`src/rtl/proc_pkg.sv`:
```
// Shared types for the 16-bit processor: FSM state codes, opcodes, ALU selects, control bundle.
// The decode_ctrl helper maps a state plus instruction to the datapath control word.
package proc_pkg;

  typedef enum logic [3:0] {
    S_INIT   = 4'd0,
    S_FETCH  = 4'd1,
    S_DECODE = 4'd2,
    S_NOOP   = 4'd3,
    S_LOAD_A = 4'd4,
    S_LOAD_B = 4'd5,
    S_STORE  = 4'd6,
    S_ADD    = 4'd7,
    S_SUB    = 4'd8,
    S_HALT   = 4'd9
  } state_t;

  localparam logic [3:0] OP_NOOP  = 4'd0;
  localparam logic [3:0] OP_STORE = 4'd1;
  localparam logic [3:0] OP_LOAD  = 4'd2;
  localparam logic [3:0] OP_ADD   = 4'd3;
  localparam logic [3:0] OP_SUB   = 4'd4;
  localparam logic [3:0] OP_HALT  = 4'd5;

  localparam logic [2:0] ALU_ADD = 3'd1;
  localparam logic [2:0] ALU_SUB = 3'd2;

  typedef struct packed {
    logic [7:0] d_addr;
    logic       d_w_en;
    logic       rf_s;
    logic [3:0] rf_w_addr;
    logic       rf_w_en;
    logic [3:0] rf_ra_addr;
    logic [3:0] rf_rb_addr;
    logic [2:0] alu_s0;
  } ctrl_t;

  function automatic ctrl_t decode_ctrl(input state_t st, input logic [15:0] ir);
    ctrl_t c;
    c = '0;
    case (st)
      S_LOAD_A, S_LOAD_B: begin
        c.d_addr    = ir[11:4];
        c.rf_s      = 1'b1;
        c.rf_w_addr = ir[3:0];
        // first load cycle only addresses RAM; write lands once q has settled
        c.rf_w_en   = (st == S_LOAD_B);
      end
      S_STORE: begin
        c.d_addr     = ir[11:4];
        c.rf_ra_addr = ir[3:0];
        c.d_w_en     = 1'b1;
      end
      S_ADD, S_SUB: begin
        c.rf_ra_addr = ir[11:8];
        c.rf_rb_addr = ir[7:4];
        c.rf_w_addr  = ir[3:0];
        c.alu_s0     = (st == S_ADD) ? ALU_ADD : ALU_SUB;
        c.rf_w_en    = 1'b1;
      end
      default: c = '0;
    endcase
    return c;
  endfunction

endpackage

```
`src/rtl/program_counter.sv`:
```
// Program counter: synchronous clear, increment enable, wraps silently at 2**PC_W.
// Latency: new value visible one cycle after clr/inc; no backpressure.
module program_counter #(
  parameter int PC_W = 7
) (
  input  logic            clk,
  input  logic            clr,
  input  logic            inc,
  output logic [PC_W-1:0] pc
);

  always_ff @(posedge clk) begin
    if (clr)
      pc <= '0;
    else if (inc)
      pc <= pc + PC_W'(1);
  end

endmodule

```
`src/rtl/control_unit.sv`:
```
// Fetch/decode/execute controller: owns PC and IR, drives all datapath controls as registered Moore outputs.
// Latency: 3 cycles per instruction from Fetch (4 for LOAD); no backpressure, HALT freezes until reset.
module control_unit
  import proc_pkg::*;
#(
  parameter int PC_W  = 7,
  parameter int WIDTH = 16
) (
  input  logic             Clock,
  input  logic             ResetN,
  input  logic [WIDTH-1:0] I_Data,
  output logic [PC_W-1:0]  PC_Addr,
  output logic [WIDTH-1:0] IR_Out,
  output logic [7:0]       D_Addr,
  output logic             D_W_en,
  output logic             RF_s,
  output logic [3:0]       RF_W_Addr,
  output logic             RF_W_en,
  output logic [3:0]       RF_Ra_Addr,
  output logic [3:0]       RF_Rb_Addr,
  output logic [2:0]       ALU_s0,
  output logic [3:0]       OutState
);

  state_t           state, next_state;
  logic [WIDTH-1:0] ir;
  ctrl_t            ctrl;

  program_counter #(.PC_W(PC_W)) u_pc (
    .clk (Clock),
    .clr (!ResetN),
    .inc (state == S_FETCH),
    .pc  (PC_Addr)
  );

  always_comb begin
    next_state = state;
    case (state)
      S_INIT:   next_state = S_FETCH;
      S_FETCH:  next_state = S_DECODE;
      S_DECODE: begin
        case (ir[15:12])
          OP_LOAD:  next_state = S_LOAD_A;
          OP_STORE: next_state = S_STORE;
          OP_ADD:   next_state = S_ADD;
          OP_SUB:   next_state = S_SUB;
          OP_HALT:  next_state = S_HALT;
          default:  next_state = S_NOOP;
        endcase
      end
      S_LOAD_A: next_state = S_LOAD_B;
      S_NOOP, S_LOAD_B, S_STORE, S_ADD, S_SUB: next_state = S_FETCH;
      S_HALT:   next_state = S_HALT;
      default:  next_state = S_INIT;
    endcase
  end

  // Controls are decoded from the next state so they line up with OutState;
  // IR only changes on the way into Decode, where all controls are zero anyway.
  always_ff @(posedge Clock) begin
    if (!ResetN) begin
      state <= S_INIT;
      ir    <= '0;
      ctrl  <= '0;
    end else begin
      state <= next_state;
      if (state == S_FETCH)
        ir <= I_Data;
      ctrl <= decode_ctrl(next_state, ir[15:0]);
    end
  end

  assign IR_Out     = ir;
  assign OutState   = state;
  assign D_Addr     = ctrl.d_addr;
  assign D_W_en     = ctrl.d_w_en;
  assign RF_s       = ctrl.rf_s;
  assign RF_W_Addr  = ctrl.rf_w_addr;
  assign RF_W_en    = ctrl.rf_w_en;
  assign RF_Ra_Addr = ctrl.rf_ra_addr;
  assign RF_Rb_Addr = ctrl.rf_rb_addr;
  assign ALU_s0     = ctrl.alu_s0;

endmodule

```
`config.mk`:
```
export PLATFORM = sky130hd
export DESIGN_NAME = control_unit
export DESIGN_NICKNAME = d
export VERILOG_FILES = /design/src/rtl/proc_pkg.sv /design/src/rtl/program_counter.sv /design/src/rtl/control_unit.sv
export SDC_FILE = /design/constraint.sdc
export NUM_CORES = 1
export LEC_CHECK = 0
export CAP_MARGIN = 20
export CORE_ASPECT_RATIO = 0.5
export CORE_MARGIN = 2
export CORE_UTILIZATION = 35
export DETAILED_ROUTE_END_ITERATION = 10
export PLACE_DENSITY_LB_ADDON = 0.05
export SYNTH_ARGS = -nofsm -noshare
export SYNTH_HDL_FRONTEND = slang
export SYNTH_SLANG_ARGS = --single-unit
```
`constraint.sdc`:
```
create_clock -name Clock -period 2 [get_ports Clock]
set_input_delay 0.4 -clock Clock [delete_from_list [all_inputs] [get_ports Clock]]
set_output_delay 0.4 -clock Clock [all_outputs]
set_load 0.02 [all_outputs]
```
# [Yosys cells after proc, flatten, opt, wreduce, memory -nomap -nowiden]
# Index checks and enable logic that the tools add are counted.
[classes] reduce_logical=7 addsub=1 n_mux=7 n_eq_ne=19
[ops] cell="$eq 4x3->1 const B" n=10
[ops] cell="$pmux 4 s5" n=2
[ops] cell="$eq 4x2->1 const B" n=4
[ops] cell="$eq 4x4->1 const B" n=3
[ops] cell="$pmux 5 s2" n=1
[ops] cell="$eq 4x1->1 const B" n=2
[ops] cell="$pmux 4 s2" n=1
[ops] cell="$add 7x1->7 const B" n=1
[ops] cell="$reduce_or 6->1" n=1
[ops] cell="$logic_not 4->1" n=1
[ops] cell="$reduce_and 2->1" n=2
[ops] cell="$reduce_or 2->1" n=2
[ops] cell="$reduce_or 3->1" n=1
[ops] cell="$mux 1" n=2
[ops] cell="$mux 2" n=1
[word_totals] register_bits=53 inputBits=18 elab_cells=45 out_inout_bits=53

# [Logic depth before layout (Yosys ltp)]
[logic_depth] ltp_word=6 depth_mapped=7

# [Hierarchy]
# A second synthesis with hierarchy kept.
[hier_totals] cells_unflattened=194 area_unflattened_um2=1859.3
[modules_own_cells] module="control_unit" area_each_um2=1586.5 cells_each=165 instances=1
[modules_own_cells] module="program_counter" area_each_um2=272.8 cells_each=29 instances=1

# [Worst setup path before layout]
# Ideal clock, no wire load.
[synth_path] path_type="register to register" startpoint="reg state[2], in the netlist OutState[2]" endpoint="reg ctrl (netlist bit RF_Rb_Addr[0])" setup_ps=115 synth_period_minus_slack_ps=1857 slack_ps=143 arrival_ps=1742 path_stages_with_launch=7 path_cell_list="dfxtp_1 buf_6 or4b_4 buf_6 o211ai_4 mux2_4 and2_1"
[synth_via] elab_chain_cells=6 word_cells_on_any_way=16
[synth_lines] item="start, declared" line="control_unit.sv:25" text="state_t state, next_state;"
[synth_lines] item="start signal, assigned" line="control_unit.sv:66" text="state <= next_state;"
[synth_lines] item="$eq 4x2->1 (tied with other cells)" line="control_unit.sv:38" text="case (state)"
[synth_lines] item="$reduce_or 6->1 (no source line)"
[synth_lines] item="$pmux 4 s5 *" line="control_unit.sv:38"
[synth_lines] item="$eq 4x3->1 / $eq 4x4->1 (equally long branches)" line="proc_pkg.sv:42" text="case (st)"
[synth_lines] item="$reduce_or 2->1 *" line="proc_pkg.sv:42"
[synth_lines] item="$reduce_and 2->1 (no source line) *"
[synth_lines] item="end signal, assigned" line="control_unit.sv:69" text="ctrl <= decode_ctrl(next_state, ir[15:0]);"
[synth_lines] item="end, declared" line="control_unit.sv:27" text="ctrl_t ctrl;"
# Mark *: on every way between the ends. The rest lies on a longest branch, timed or not.
# A chain may end at the register's enable or synchronous reset.

# [Worst setup path after layout]
[layout_path] startpoint="reg state[3], in the netlist OutState[3]" endpoint="out OutState[3]"
[layout_lines] item="end, declared" line="control_unit.sv:22" text="output logic [3:0] OutState"
# No word-level cell between the ends.

==> key figures <==
Pwr
  – Tot Pwr: ~2.2 mW
  – Cell leakage power: 1.03 nW
  – Power Internal: around 1.6 mW
  – Switch Pwr: between 600 and 700 µW
  – Comb pwr share: 0.214
  – Clk pwr share: 0.265
  – Sequential share of power: 0.521
  – PwrDens: approximately 800 nW/µm²
  – Max VDD drop: about 0.00040 V
  – Sw frac: 0.296

Floorplanning
  – Row count: 19
  – Initial Util: 0.358
  – Die Height: ~57 µm
  – Ports: approximately 70
  – Core region area: 5420 µm²
  – Die width: approximately 110 µm
  – Die area: between 6000 and 7000 µm²

Worst hold path
  – Tightest Hold Check Type: flop to flop

Drt
  – ANT nets after route: 0
  – Post-DR vias/cell: between 4 and 5
  – First-pass DRT Iterations: 4
  – Final wirelength: roughly 4700 µm
  – Drt drc: 0
  – Vias: ~1700
  – Initial DRC Count: 34
  – Wire length per cell: around 13 µm

Global route
  – Number of antenna violations at the first check in global routing: 0
  – Largest net degree at the start of global routing: 18
  – Vias in the first global route: 1593
  – Grt met2 use: 0.253
  – First-pass GRT wire length: 7630 µm
  – Busiest layer in global routing: met2
  – GR Layer Usage met1: 0.212
  – Met3 Usage GRT: 0.0476
  – Gr ovfl total: 0
  – GR Util All Layers: 0.162

Logic synthesis
  – Synth top area share: 0.536
  – Mux contribution to synthesized area: 0.00773
  – Largest family of logic cells by synthesized area: simple AND/OR/NAND/NOR gates
  – Ranking of synthesized cells by area: dfxtp_1 54%, nand2_1 7.9%, a21oi_1 6.7%
  – Sequential cell area fraction in the yosys report: 0.536
  – Mapped cell area: just under 2000 µm²
  – Simple-gate share of the synthesized area: 0.248
  – YS warnings: 0
  – Yosys reg bits: 52
  – XOR/XNOR share of the synthesized area: 0.0316
  – Synth Instances: around 210
  – Syn Area/Cell: ~9.3 µm²
  – Syn nets: approximately 230
  – Unique masters post-synth: just over 40
  – Synth Area in Compound Gates: 0.126
  – Cell taking the most area after synthesis: dfxtp_1
  – Adder-cell share of the synthesized area: 0.00644

Clock network
  – CTS H-Tree Depth: 2
  – Clock Tree Buf Depth: 2
  – Clock Latency Late Sink: around 0.31 ns
  – Root Driver: clkbuf_8
  – Cts bufs inserted: 5
  – CTS tree: done
  – Hold-fix buffers, CTS: 0
  – Worst-path clk slew: around 0.10 ns
  – Clock sinks: 52

Place
  – Buffers on Ports: 69
  – Gpl congestion: around 0.79
  – Pre-CTS WS: between 0.1 and 0.15 ns
  – Area post-placement: between 2000 and 3000 µm²
  – Detailed placer's ending HPWL: ~3500 µm

Layout
  – Post-layout instance area: about 2800 µm²
  – Leading cell type in the layout, fill and taps excluded: clkdlybuf4s50_1
  – NumNets Final: 300
  – Layout cells sized above 1: 0.0993
  – Area grow syn2layout: 45.3%
  – Antenna cells: 0
  – Most frequent cells in the layout: 69 x clkdlybuf4s50_1, 51 x dfxtp_1, 41 x nand2_1
  – Util after Layout: 0.521

STA
  – Final worst slack: between 0.04 and 0.05 ns
  – Slew Viols, Final: 0
  – Post-route clock period utilization: 0.977
  – Min Tclk post-route: 1.95 ns
  – Fin Setup TNS: 0 ns
  – Hold Fails Final Rpt: 0
  – Setup-failing EPs final: 0
  – RSZ-0062 raised after global routing: false
  – F_max: roughly 0.51 GHz
  – Skew final: 0.00969 ns

Critical path
  – Startpoint types: flop
  – Crit-path max cell delay: between 0.6 and 0.7 ns
  – CP top delay family: buffers and inverters
  – Critical path type: flop to output port
  – CP max stage cell: clkdlybuf4s50_1
  – Worst path bufs/invs: 1
  – Data required time of the worst path: 1.60 ns
  – CP cell instances: clkdlybuf4s50_1
  – Crit path DAT: about 1.6 ns
  – CP endpoint kind: output port
  – CP Max Fanout: 9

Job
  – Max-Cap Viols: 0

Run status
  – Status: finished clean
-- layer usage --
| metal | vias up | share of wire |
|---|---|---|
| li1 | 837 | - |
| met1 | 783 | 0.48 |
| met2 | 46 | 0.45 |
| met3 | 4 | 0.057 |
| met4 | 0 | 0.010 |
| met5 | - | 0 |
-- per-stage QoR --
step / instances / hold slack (ns)
floorplan: 208 / 0.533
global placement: 347 / 0.468
detailed placement: 347 / 0.468
CTS: 355 / 0.473
global route: 355 / 0.489
finish: 355 / 0.472
-- registers in the layout, summed over array words and instances (netlist names) --
signal / cells
IR_Out: 16
D_Addr: 8
u_pc.pc: 7
OutState: 4
RF_Ra_Addr: 4
RF_Rb_Addr: 4
RF_W_Addr: 4
ALU_s0: 2
D_W_en: 1
RF_W_en: 1
RF_s: 1
-- logic make-up after synthesis --
kind of cell,count (synthesis)
other,1
AO/OA/AOI/OAI,39
AND/OR/NAND/NOR,93
adder cells (fa/ha/maj),1
flip-flops,52
XOR/XNOR,7
multiplexers,1
buffers and inverters,14
-- power by group through the flow --
stage	combinational, mW	clock [mW]	sequential, mW
after floorplan	0.203	0	1.25
after global placement	0.479	0	1.19
after detailed placement	0.483	0	1.20
after CTS	0.485	0.614	1.17
after global routing	0.524	0.663	1.18
final	0.482	0.597	1.17
-- cell type report --
cell class / count / area, µm²
multi-input combinational: 142 / 835
fill: 512 / 2600
clock buffer: 6 / 72.6
sequential: 52 / 1040
tap: 73 / 91.3
timing repair buffer: 78 / 758
clock inverter: 2 / 16.3
inverter: 2 / 7.51
-- what timing repair did --
| item | in CTS | in global routing |
|---|---|---|
| buffers inserted | 0 | 0 |
| setup endpoints to repair | 1 | 1 |
| gates resized for setup | 1 | 1 |
-- worst min-delay path: stages, from the launching register on --
cell and delay [ns]:
dfxtp_1 0.35, nand2_1 0.07, nor2_1 0.03
-- final timing paths --
kind	start	endpoint	slack, ns	cells after the start
hold reg to reg	IR_Out[0]	RF_W_Addr[0]	0.47	2
hold / removal	IR_Out[0]	RF_W_Addr[0]	0.47	2
setup / recovery	OutState[3]	OutState[3]	0.05	1
setup reg to reg	OutState[1]	RF_Rb_Addr[3]	0.14	5
-- synthesized netlist by cell type, drive strengths merged --
cell type and instances:
a21oi 27, a22oi 4, a31oi 1, a32oi 1
and2 15, and3 1, and3b 1, buf 9
clkbuf 3, clkinv 1, conb 1, dfxtp 52
ha 1, inv 1, mux2 1, nand2 41
nand2b 1, nand4 3, nor2 16, nor2b 1
nor3 2, nor3b 2, nor4 1, nor4b 5
o211ai 2, o21ai 2, o22a 1, o31a 1
or2 2, or4b 2, xnor2 1, xor2 6
Power figures use the tool's default switching activity.
